## src/rtl/cpu_types_pkg.sv

```systemverilog
// Basic datapath types shared across the pipelined MIPS core.
package cpu_types_pkg;
    localparam int WORD_W = 32;
    typedef logic [WORD_W-1:0] word_t;
endpackage

```

## src/rtl/data_path_muxs_pkg.sv

```systemverilog
// Datapath mux selections, fetch FSM states and the reset PC shared by the fetch stage.
package data_path_muxs_pkg;
    import cpu_types_pkg::*;

    typedef enum logic [1:0] {
        PC_NPC    = 2'd0,
        PC_BRANCH = 2'd1,
        PC_JUMP   = 2'd2,
        PC_JR     = 2'd3
    } pc_mux_input_selection;

    typedef enum logic {
        FETCH  = 1'b0,
        HALTED = 1'b1
    } fetch_state_t;

    localparam word_t PC_INIT_DEFAULT = 32'h0000_0000;

    // Instruction addresses are word aligned; every PC load goes through this.
    function automatic word_t align_word(input word_t addr);
        return addr & ~word_t'(3);
    endfunction
endpackage

```

## src/rtl/fetch_stage_if.sv

```systemverilog
// Instruction-memory port between the fetch stage (master) and instruction memory (slave).
interface fetch_stage_if;
    import cpu_types_pkg::*;

    // Handshake: the fetch stage holds imemREN high with a stable imemaddr until memory
    // answers with ihit, which qualifies imemload for that address in the same cycle.
    logic  ihit;
    word_t imemload;
    logic  imemREN;
    word_t imemaddr;

    modport master (input ihit, imemload, output imemREN, imemaddr);
    modport slave  (output ihit, imemload, input imemREN, imemaddr);
endinterface

```

## src/rtl/if_id_latch.sv

```systemverilog
// IF/ID pipeline register: clear beats hold beats load; with none asserted it inserts a bubble.
module if_id_latch
    import cpu_types_pkg::*;
(
    input  logic        CLK,
    input  logic        nRST,
    input  logic        load,
    input  logic        clear,
    input  logic        hold,
    input  word_t       instr_in,
    input  word_t       npc_in,
    output word_t       instr,
    output word_t       npc,
    output logic        valid,
    output logic [5:0]  opcode,
    output logic [5:0]  func,
    output logic [15:0] imm16
);

    always_ff @(posedge CLK or negedge nRST) begin
        if (!nRST) begin
            instr <= '0;
            npc   <= '0;
            valid <= 1'b0;
        end else if (clear) begin
            instr <= '0;
            npc   <= '0;
            valid <= 1'b0;
        end else if (!hold) begin
            if (load) begin
                instr <= instr_in;
                npc   <= npc_in;
                valid <= 1'b1;
            end else begin
                // Bubble: instr/npc keep their old contents but are no longer live.
                valid <= 1'b0;
            end
        end
    end

    assign opcode = instr[31:26];
    assign func   = instr[5:0];
    assign imm16  = instr[15:0];

endmodule

```

## src/rtl/fetch_stage.sv

```systemverilog
// Instruction fetch: PC register, next-PC mux, FETCH/HALTED FSM and the IF/ID latch.
// Optional FETCH_PERF_EN adds fetch_count / stall_count performance counters.
module fetch_stage
    import cpu_types_pkg::*;
    import data_path_muxs_pkg::*;
#(
    parameter word_t PC_INIT = PC_INIT_DEFAULT
) (
    input  logic                  CLK,
    input  logic                  nRST,
    fetch_stage_if.master         imem,
    input  pc_mux_input_selection PCSrc,
    input  logic                  halt,
    input  logic                  stall,
    input  logic                  flush,
    input  word_t                 branch_addr,
    input  word_t                 jr_addr,
    output word_t                 instr_IF_ID,
    output word_t                 npc_IF_ID,
    output logic                  valid_IF_ID,
    output logic [5:0]            opcode_IF_ID,
    output logic [5:0]            func_IF_ID,
    output logic [15:0]           imm16,
    output logic                  halted,
    output fetch_state_t          state
`ifdef FETCH_PERF_EN
    ,
    output word_t                 fetch_count,
    output word_t                 stall_count
`endif
);

    fetch_state_t state_q, state_d;
    word_t        pc_q, pc_d;
    word_t        pc_plus4;
    word_t        redirect_target;
    logic         latch_load, latch_clear, latch_hold;
    logic         accept;

    assign pc_plus4 = pc_q + 32'd4;

    always_comb begin
        redirect_target = pc_plus4;
        case (PCSrc)
            PC_BRANCH: redirect_target = branch_addr;
            PC_JR:     redirect_target = jr_addr;
            // Jump target uses the region bits of the jump's own PC+4 held in IF/ID.
            PC_JUMP:   redirect_target = {npc_IF_ID[31:28], instr_IF_ID[25:0], 2'b00};
            default:   redirect_target = pc_plus4;
        endcase
    end

    always_comb begin
        state_d     = state_q;
        pc_d        = pc_q;
        latch_load  = 1'b0;
        latch_clear = 1'b0;
        latch_hold  = 1'b0;
        accept      = 1'b0;
        case (state_q)
            FETCH: begin
                if (halt) begin
                    state_d     = HALTED;
                    latch_clear = 1'b1;
                end else if (PCSrc != PC_NPC) begin
                    pc_d        = align_word(redirect_target);
                    latch_clear = 1'b1;
                end else if (flush) begin
                    latch_clear = 1'b1;
                    if (imem.ihit) pc_d = align_word(pc_plus4);
                end else if (stall) begin
                    latch_hold = 1'b1;
                end else if (imem.ihit) begin
                    latch_load = 1'b1;
                    accept     = 1'b1;
                    pc_d       = align_word(pc_plus4);
                end
            end
            default: begin
                latch_hold = 1'b1;
            end
        endcase
    end

    always_ff @(posedge CLK or negedge nRST) begin
        if (!nRST) begin
            state_q <= FETCH;
            pc_q    <= PC_INIT;
        end else begin
            state_q <= state_d;
            pc_q    <= pc_d;
        end
    end

    assign imem.imemREN  = (state_q == FETCH);
    assign imem.imemaddr = pc_q;
    assign halted        = (state_q == HALTED);
    assign state         = state_q;

    if_id_latch u_if_id (
        .CLK      (CLK),
        .nRST     (nRST),
        .load     (latch_load),
        .clear    (latch_clear),
        .hold     (latch_hold),
        .instr_in (imem.imemload),
        .npc_in   (pc_plus4),
        .instr    (instr_IF_ID),
        .npc      (npc_IF_ID),
        .valid    (valid_IF_ID),
        .opcode   (opcode_IF_ID),
        .func     (func_IF_ID),
        .imm16    (imm16)
    );

`ifdef FETCH_PERF_EN
    always_ff @(posedge CLK or negedge nRST) begin
        if (!nRST) begin
            fetch_count <= '0;
            stall_count <= '0;
        end else if (state_q == FETCH) begin
            if (accept) fetch_count <= fetch_count + 32'd1;
            if (stall || !imem.ihit) stall_count <= stall_count + 32'd1;
        end
    end
`endif

endmodule

```

## src/flat_wrapper.sv

```systemverilog
// flat-port wrapper written by rule: the top's interface ports become plain ports
module fetch_stage_flat import cpu_types_pkg::*; import data_path_muxs_pkg::*;
#(
    parameter word_t PC_INIT = PC_INIT_DEFAULT
)
  (CLK, nRST, PCSrc, halt, stall, flush, branch_addr, jr_addr, instr_IF_ID, npc_IF_ID, valid_IF_ID, opcode_IF_ID, func_IF_ID, imm16, halted, state, imem_ihit, imem_imemload, imem_imemREN, imem_imemaddr);
  fetch_stage_if imem_i ();
  input  logic CLK;
  input  logic nRST;
  input  pc_mux_input_selection PCSrc;
  input  logic halt;
  input  logic stall;
  input  logic flush;
  input  word_t branch_addr;
  input  word_t jr_addr;
  output word_t instr_IF_ID;
  output word_t npc_IF_ID;
  output logic valid_IF_ID;
  output logic [5:0] opcode_IF_ID;
  output logic [5:0] func_IF_ID;
  output logic [15:0] imm16;
  output logic halted;
  output fetch_state_t state;
  input wire logic [$bits(imem_i.ihit)-1:0] imem_ihit;
  input wire logic [$bits(imem_i.imemload)-1:0] imem_imemload;
  output wire logic [$bits(imem_i.imemREN)-1:0] imem_imemREN;
  output wire logic [$bits(imem_i.imemaddr)-1:0] imem_imemaddr;
  assign imem_i.ihit = imem_ihit;
  assign imem_i.imemload = imem_imemload;
  assign imem_imemREN = imem_i.imemREN;
  assign imem_imemaddr = imem_i.imemaddr;
  fetch_stage #(.PC_INIT(PC_INIT)) u_core (.CLK(CLK), .nRST(nRST), .imem(imem_i), .PCSrc(PCSrc), .halt(halt), .stall(stall), .flush(flush), .branch_addr(branch_addr), .jr_addr(jr_addr), .instr_IF_ID(instr_IF_ID), .npc_IF_ID(npc_IF_ID), .valid_IF_ID(valid_IF_ID), .opcode_IF_ID(opcode_IF_ID), .func_IF_ID(func_IF_ID), .imm16(imm16), .halted(halted), .state(state));
endmodule
```

## config.mk

```make
export PLATFORM = sky130hd
export DESIGN_NAME = fetch_stage_flat
export DESIGN_NICKNAME = d
export VERILOG_FILES = /design/src/rtl/cpu_types_pkg.sv /design/src/rtl/data_path_muxs_pkg.sv /design/src/rtl/fetch_stage_if.sv /design/src/rtl/if_id_latch.sv /design/src/rtl/fetch_stage.sv /design/src/flat_wrapper.sv
export SDC_FILE = /design/constraint.sdc
export NUM_CORES = 1
export LEC_CHECK = 0
export BUFFER_PORTS_ARGS = -buffer_cell sky130_fd_sc_hd__buf_4
export CORE_UTILIZATION = 48
export DETAILED_ROUTE_END_ITERATION = 7
export PLACE_DENSITY = 0.78
export SKIP_CTS_REPAIR_TIMING = 1
export SLEW_MARGIN = 20
export SYNTH_ARGS = -nofsm -noshare
export SYNTH_HDL_FRONTEND = slang
export SYNTH_SLANG_ARGS = --single-unit
```

## constraint.sdc

```tcl
create_clock -name CLK -period 2.75 [get_ports CLK]
set_input_delay 0.55 -clock CLK [delete_from_list [all_inputs] [get_ports CLK]]
set_output_delay 0.55 -clock CLK [all_outputs]
set_load 0.01 [all_outputs]
```

==> results of run 1 <==
[placed cells by master (no fill, tap or decap), types with 5 or more instances in the layout]
cell type | Yosys | final
buf_4 | 34 | 238
dfrtp_1 | 94 | 94
nand2_1 | 71 | 71
o21ai_0 | 44 | 44
a22o_1 | 38 | 38
nor2_1 | 24 | 24
a21oi_1 | 22 | 21
xnor2_1 | 16 | 16
nand3_1 | 15 | 15
mux2i_1 | 13 | 13
mux2_2 | 12 | 12
inv_1 | 11 | 11
nand4_1 | 11 | 11
a22oi_1 | 9 | 9
clkbuf_16 | 0 | 9
nor3_1 | 8 | 8
xor2_1 | 8 | 8
a2bb2oi_1 | 7 | 7
mux4_2 | 7 | 7
o31ai_1 | 5 | 5
[final timing paths]
path	to	startpoint	depth (start not counted)	slack, ns
worst min register to register	u_core.u_if_id.npc[23]	u_core.u_if_id.npc[23]	2	0.48
min in group CLK	u_core.u_if_id.instr[5]	imem_imemload[5]	2	0.42
worst max-delay path	u_core.imem.imemaddr[22]	u_core.imem.imemaddr[3]	6	0.25
max in group asynchronous	u_core.imem.imemaddr[21]	nRST	2	1.87
worst max register to register	u_core.imem.imemaddr[22]	u_core.imem.imemaddr[3]	6	0.25
worst min-delay path	u_core.u_if_id.instr[27]	nRST	1	0.20
[layer usage]
metal / up-vias / wire length [µm]
met5: - / 0
met4: 0 / 177
met3: 20 / 1160
met2: 233 / 8480
met1: 2505 / 6400
li1: 2359 / -
[cells in the mapped netlist, types with 2 or more instances]
cell       instances
dfrtp_1           94
nand2_1           71
o21ai_0           44
a22o_1            38
buf_4             34
nor2_1            24
clkbuf_1          23
a21oi_1           22
xnor2_1           16
nand3_1           15
mux2i_1           13
mux2_2            12
inv_1             11
nand4_1           11
a22oi_1            9
nor3_1             8
xor2_1             8
a2bb2oi_1          7
mux4_2             7
buf_2              6
o31ai_1            5
and2_1             4
buf_6              4
nor2b_1            4
o221ai_1           4
o22ai_1            4
a221oi_1           3
a31oi_1            3
and3_1             3
buf_1              3
nand2b_1           3
o31a_1             3
or3_1              3
a21o_1             2
and3_2             2
nor4_1             2
nor4_2             2
o211ai_1           2
o22a_1             2
o2bb2ai_1          2
or2_2              2
or4_4              2
[registers in the layout, summed over array words and instances (netlist names)]
name / cells
u_core.u_if_id.npc: 30
u_core.u_if_id.valid: 1
u_core.halted: 1
u_core.u_if_id.instr: 32
u_core.imem.imemaddr: 30
[per-stage QoR]
stage / util / cells / worst slack (ns)
detailed placement: 0.641 / 870 / 0.298
CTS: 0.670 / 885 / 0.265
global route: 0.670 / 885 / 0.106
global placement: 0.641 / 870 / 0.391
finish: 0.670 / 885 / 0.245
floorplan: - / 562 / 0.434
[where the power goes]
part | internal (mW) | leakage (nW) | switching [mW]
Combinational | 0.296 | 2.15 | 0.253
Sequential | 1.44 | 1.25 | 0.0964
Clock | 0.838 | 0.161 | 0.507
Total | 2.57 | 3.55 | 0.856
[logic make-up after synthesis]
group                    share of synthesized area
adder cells (fa/ha/maj)                    0.00231
XOR/XNOR                                    0.0388
multiplexers                                0.0780
other                                     0.000691
AND/OR/NAND/NOR                              0.150
flip-flops                                   0.434
AO/OA/AOI/OAI                                0.205
buffers and inverters                       0.0916
[layout make-up]
class                      instances  area share
sequential                        94       0.321
inverter                          11     0.00563
clock inverter                     4     0.00956
multi-input combinational        384       0.354
tap                              140      0.0239
clock buffer                      11      0.0345
timing repair buffer             241       0.252
==> metrics.md, run 1 <==
| Metric | Value |
|---|---|
| Post-synth EDFFs | `0` |
| Post-Syn Area | `5420 µm²` |
| Die area | `11700 µm²` |
| Grt met3 use | `0.0615` |
| CP max stage delay | `0.56 ns` |
| CTS Sinks | `94` |
| Clk root buf | `clkbuf_16` |
| Multi-input gate area | `2590 µm²` |
| CP startpoint kind | `register` |
| Arr. time, crit path | `2.77 ns` |
| Diode count | `0` |
| Fmax | `399 MHz` |
| Yosys reg bits | `94` |
| Register area share after synthesis | `0.434` |
| Status | `finished, final reports clean` |
| Chip height | `108 µm` |
| Worst path most repeated cell | `or4_4` |
| Num rows | `38` |
| Placeable Area | `10900 µm²` |
| Post-DRT Antenna Nets | `0` |
| Tot GR Track Use | `0.282` |
| Asr flop ratio synth | `1.00` |
| Fin. max-slew vios | `0` |
| Drt first pass iters | `5` |
| Vias in the first global route | `4989` |
| Fill cells | `887` |
| Layer with the highest usage | `met2` |
| Grt total ovfl | `0` |
| P per Cell Area | `468 nW/µm²` |
| Yosys top cell by area | `dfrtp_1` |
| Num CTS Buffers | `9` |
| Mean post-synth cell area | `9.70 µm²` |
| Total Power | `3.43 mW` |
| Clock-pin slew on the worst setup and hold paths | `0.06 ns` |
| First-pass GRT wire length | `25300 µm` |
| Yosys warning count | `0` |
| Port Buffers | `223` |
| GRT met2 Usage | `0.501` |
| Detailed Place HPWL | `12100 µm` |
| Critical Path End Type | `register` |
| Relative slew margins | `0.494` |
| Critical path class | `register to register` |
| H-Tree Depth | `3` |
| Post-synth top flop | `dfrtp_1` |
| CP Max Fanout | `7` |
| CP top delay family | `simple AND/OR/NAND/NOR gates` |
| Met1 Resource Use GR | `0.342` |
| Vias/cell | `5.78` |
| Net count reported at finish | `846` |
| Via count | `5117` |
| Max Buffers Root-to-Sink | `2` |
| Yosys cell types | `64` |
| Actual slew at the worst max-slew pin | `0.757 ns` |
| Sequential cell area | `2350 µm²` |
| Detailed Route WL | `16200 µm` |
| Starting density of the core | `0.496` |
| Required time of the worst setup path | `3.02 ns` |
| Min-delay worst type | `input pin to async pin` |
| DR iter-0 viols | `255` |
| Synth area leaders | `dfrtp_1, a22o_1, nand2_1, buf_4, o21ai_0` |
| Layout cell share with drive strength beyond 1 | `0.391` |
| Crit share post-route | `0.911` |
| Largest net degree at the start of global routing | `57` |
| Area post-placement | `7010 µm²` |
| VDD IR max | `0.000249 V` |
| Crit-path cells | `ha_1 > nand4_1 > or4_4 > or4_4 > a21oi_2 > a2bb2oi_2` |
| Clk_lat worst skew | `0.34 ns` |
| Synth Instances | `559` |
| Initial antenna violation count | `0` |
| Fin Setup TNS | `0 ns` |
| CP max stage cell | `or4_4` |
| Drt wl/cell | `18.3 µm` |
| # setup viols final | `0` |
| Max cap viols | `0` |
| Post-layout min period | `2.50 ns` |
| Buf+Inv Stages, Crit Path | `0` |
| CTS tree | `built` |
| Final setup skew | `0.00661 ns` |
| I/O pin count | `232` |
| Area share of the largest cell type after synthesis | `0.434` |
| Unrepaired setup endpoints after global routing | `no` |
| DRC | `0` |
| Cell area after layout | `7330 µm²` |
| Hold Worst Slack | `0.203 ns` |
| Final hold vios | `0` |
| Pleak | `3.55 nW` |
| Routability cong. | `0.835` |
| Die W | `108 µm` |
| Syn-to-layout area delta | `35.1%` |
(Power assumes the default switching activity.)
==> inputs of run 2 (changes only) <==
CORE_UTILIZATION = 51   (was 48)
GPL_TIMING_DRIVEN = 0   (was default)
PLACE_DENSITY = 0.8   (was 0.78)
SYNTH_HIERARCHICAL = 1   (was default)
==> run 2 against run 1 <==
Maximum frequency shrank 4.1%. Cell area rose by 20%. Worst hold slack better by 0.088 ns. Routed wire length grew 34%. Sequential cell count rose by 2. Clock skew rose by 0.00063 ns. Core utilization rose by 4.8 points. Global-route usage is 5.5 points higher. Synthesized cell count increased by 19%.
==> metrics.md, run 2 <==
| Metric | Value |
|---|---|
| Critical Path End Type | `register` |
| Post-DRT Antenna Nets | `0` |
| P per Cell Area | `406 nW/µm²` |
| CP max stage cell | `dfrtp_1` |
| Post-Syn Area | `6520 µm²` |
| CTS Sinks | `96` |
| Yosys cell types | `56` |
| Most frequent cells in the layout | `buf_4, dfrtp_1, nand2b_1` |
| Fin Setup TNS | `0 ns` |
| Status | `finished, final reports clean` |
| Starting density of the core | `0.534` |
| I/O pin count | `232` |
| Buf+Inv Stages, Crit Path | `1` |
| DRC | `0` |
| Comb pwr share | `0.153` |
| VDD IR max | `0.000312 V` |
| Area share of the largest cell type after synthesis | `0.369` |
| Clk pwr share | `0.409` |
| Vias in the first global route | `6107` |
| Commonest non-fill, non-tap cell in the layout | `buf_4` |
| Cell area after layout | `8770 µm²` |
| Placeable Area | `12200 µm²` |
| CP max stage delay | `0.47 ns` |
| Num CTS Buffers | `9` |
| CP Max Fanout | `6` |
| Sequential share of power | `0.438` |
| CP top delay family | `simple AND/OR/NAND/NOR gates` |
| Arr. time, crit path | `2.88 ns` |
| CTS tree | `built` |
| Grt total ovfl | `0` |
| Setup slack at placement | `-0.406 ns` |
| Die area | `13200 µm²` |
| Clock-pin slew on the worst setup and hold paths | `0.07 ns` |
| Crit share post-route | `0.949` |
| Synth area leaders | `dfrtp_1, nand4bb_1, nand2b_1, o21ai_2, buf_4` |
| Yosys reg bits | `96` |
| Actual slew at the worst max-slew pin | `0.899 ns` |
| Final WS setup | `0.139 ns` |
| Via count | `6215` |
| Asr flop ratio synth | `1.00` |
| Port Buffers | `224` |
| Num rows | `40` |
| Max Buffers Root-to-Sink | `2` |
| Register area share after synthesis | `0.369` |
| Routability cong. | `0.920` |
| Initial antenna violation count | `0` |
| Fmax | `383 MHz` |
| Most frequent cell after synthesis | `dfrtp_1` |
| Synth cell count leaders | `dfrtp_1, nand2b_1, nand4bb_1, o21ai_2, nand2_1` |
| Crit-path cells | `ha_1 > nand4_1 > or4_1 > buf_2 > or3_4 > xnor2_1 > nand4bb_1 > o21ai_2` |
| Detailed Place HPWL | `16800 µm` |
| Critical path class | `register to register` |
| CP startpoint kind | `register` |
| Relative slew margins | `0.401` |
| Pleak | `4.12 nW` |
| Layout cell share with drive strength beyond 1 | `0.410` |
| Required time of the worst setup path | `3.02 ns` |
| Drt wl/cell | `20.3 µm` |
| Final hold vios | `0` |
| Min-delay worst type | `input pin to async pin` |
| Post-synth EDFFs | `0` |
| Syn-to-layout area delta | `34.5%` |
| Chip height | `115 µm` |
| Switch share | `0.254` |
| Unrepaired setup endpoints after global routing | `no` |
| Internal power | `2.66 mW` |
| Largest net degree at the start of global routing | `97` |
| Yosys top cell by area | `dfrtp_1` |
| Hold Worst Slack | `0.291 ns` |
| First-pass GRT wire length | `33500 µm` |
| Vias/cell | `5.78` |
| Post-synth top flop | `dfrtp_1` |
| DR iter-0 viols | `404` |
| Mean post-synth cell area | `9.80 µm²` |
| Area post-placement | `8420 µm²` |
| Die W | `115 µm` |
| Net load switching power | `903 µW` |
| Net count reported at finish | `1008` |
| Detailed Route WL | `21800 µm` |
| Yosys warning count | `6` |
| # setup viols final | `0` |
| Tot GR Track Use | `0.337` |
| Final Core Density | `0.718` |
| Synth Instances | `665` |
| Drt first pass iters | `5` |
| Clk root buf | `clkbuf_16` |
| H-Tree Depth | `3` |
| Post-layout min period | `2.61 ns` |
| Max cap viols | `0` |
| Fin. max-slew vios | `0` |
| Diode count | `0` |
| Clk_lat worst skew | `0.34 ns` |
| Final setup skew | `0.00724 ns` |
[run 2: changes by cell type in the layout (fill, tap and decap cells not counted), sizes merged, moves of 6 or more]
| cell | previous run | this run |
|---|---|---|
| a22o | 38 | 3 |
| buf | 241 | 296 |
| clkbuf | 11 | 32 |
| nand2 | 71 | 33 |
| nand2b | 3 | 66 |
| nand4 | 12 | 6 |
| nand4bb | 0 | 64 |
| o21ai | 46 | 86 |
[run 2: area by class of cell]
class                      instances  area (µm²)
inverter                          10        37.5
clock inverter                     3        90.1
sequential                        96        2400
timing repair buffer             224        1690
clock buffer                      12         246
multi-input combinational        470        3510
buffer                            92         586
fill                             987        3450
tap                              168         210
[run 2: cells by family (layout without fill, tap and decap cells)]
group           count (synthesis)  after routing  synth area share
simple gates                  244            244             0.262
fa+ha+maj                       1              1           0.00192
buf+inv                       102            341            0.0952
xor+xnor                       28             28            0.0376
other cells                     1              4          0.000575
compound gates                161            161             0.168
flops                          96             96             0.369
mux                            32             32            0.0659
[run 2: power groups by stage]
| stage | Combinational, mW | Sequential (mW) | Clock [mW] |
|---|---|---|---|
| 2_1_floorplan | 0.220 | 1.58 | 0 |
| 3_3_place_gp | 0.532 | 1.58 | 0 |
| 3_5_place_dp | 0.540 | 1.58 | 0 |
| 4_1_cts | 0.542 | 1.56 | 1.47 |
| 5_1_grt | 0.590 | 1.56 | 1.52 |
| 6_report | 0.546 | 1.56 | 1.46 |
[run 2: final timing paths]
path                                              start                  endpoint  slack [ns]  depth (start not counted)
worst max-delay path            u_core/imem.imemaddr[2]    u_core/u_if_id/npc[30]        0.14                          8
worst max register to register  u_core/imem.imemaddr[2]    u_core/u_if_id/npc[30]        0.14                          8
max in group asynchronous                          nRST    u_core/u_if_id/npc[30]        1.84                          1
min in group CLK                      imem_imemload[19]  u_core/u_if_id/instr[19]        0.49                          3
worst min-delay path                               nRST  u_core/imem.imemaddr[10]        0.29                          1
worst min register to register   u_core/u_if_id/npc[12]    u_core/u_if_id/npc[12]        0.54                          2
[run 2: stage by stage]
stage | std cells | total power, mW
floorplan | 668 | 1.80
global placement | 1060 | 2.11
detailed placement | 1060 | 2.12
CTS | 1075 | 3.57
global route | 1075 | 3.67
finish | 1075 | 3.56
[run 2: worst reg2reg max path, delay by kind of cell (launching register included)]
family / cells / cell delay (ns)
AO/OA/AOI/OAI: 1 / 0.08
XOR/XNOR: 1 / 0.26
adder cells (fa/ha/maj): 1 / 0.24
buffers and inverters: 1 / 0.18
flip-flops: 1 / 0.47
AND/OR/NAND/NOR: 4 / 1.32
[run 2: per-layer routing]
layer | routed length (µm) | vias up | GRT usage
li1 | - | 2855 | -
met1 | 9030 | 3008 | 0.443
met2 | 10500 | 305 | 0.549
met3 | 1600 | 47 | 0.0596
met4 | 626 | 0 | 0.140
met5 | 0 | - | 0
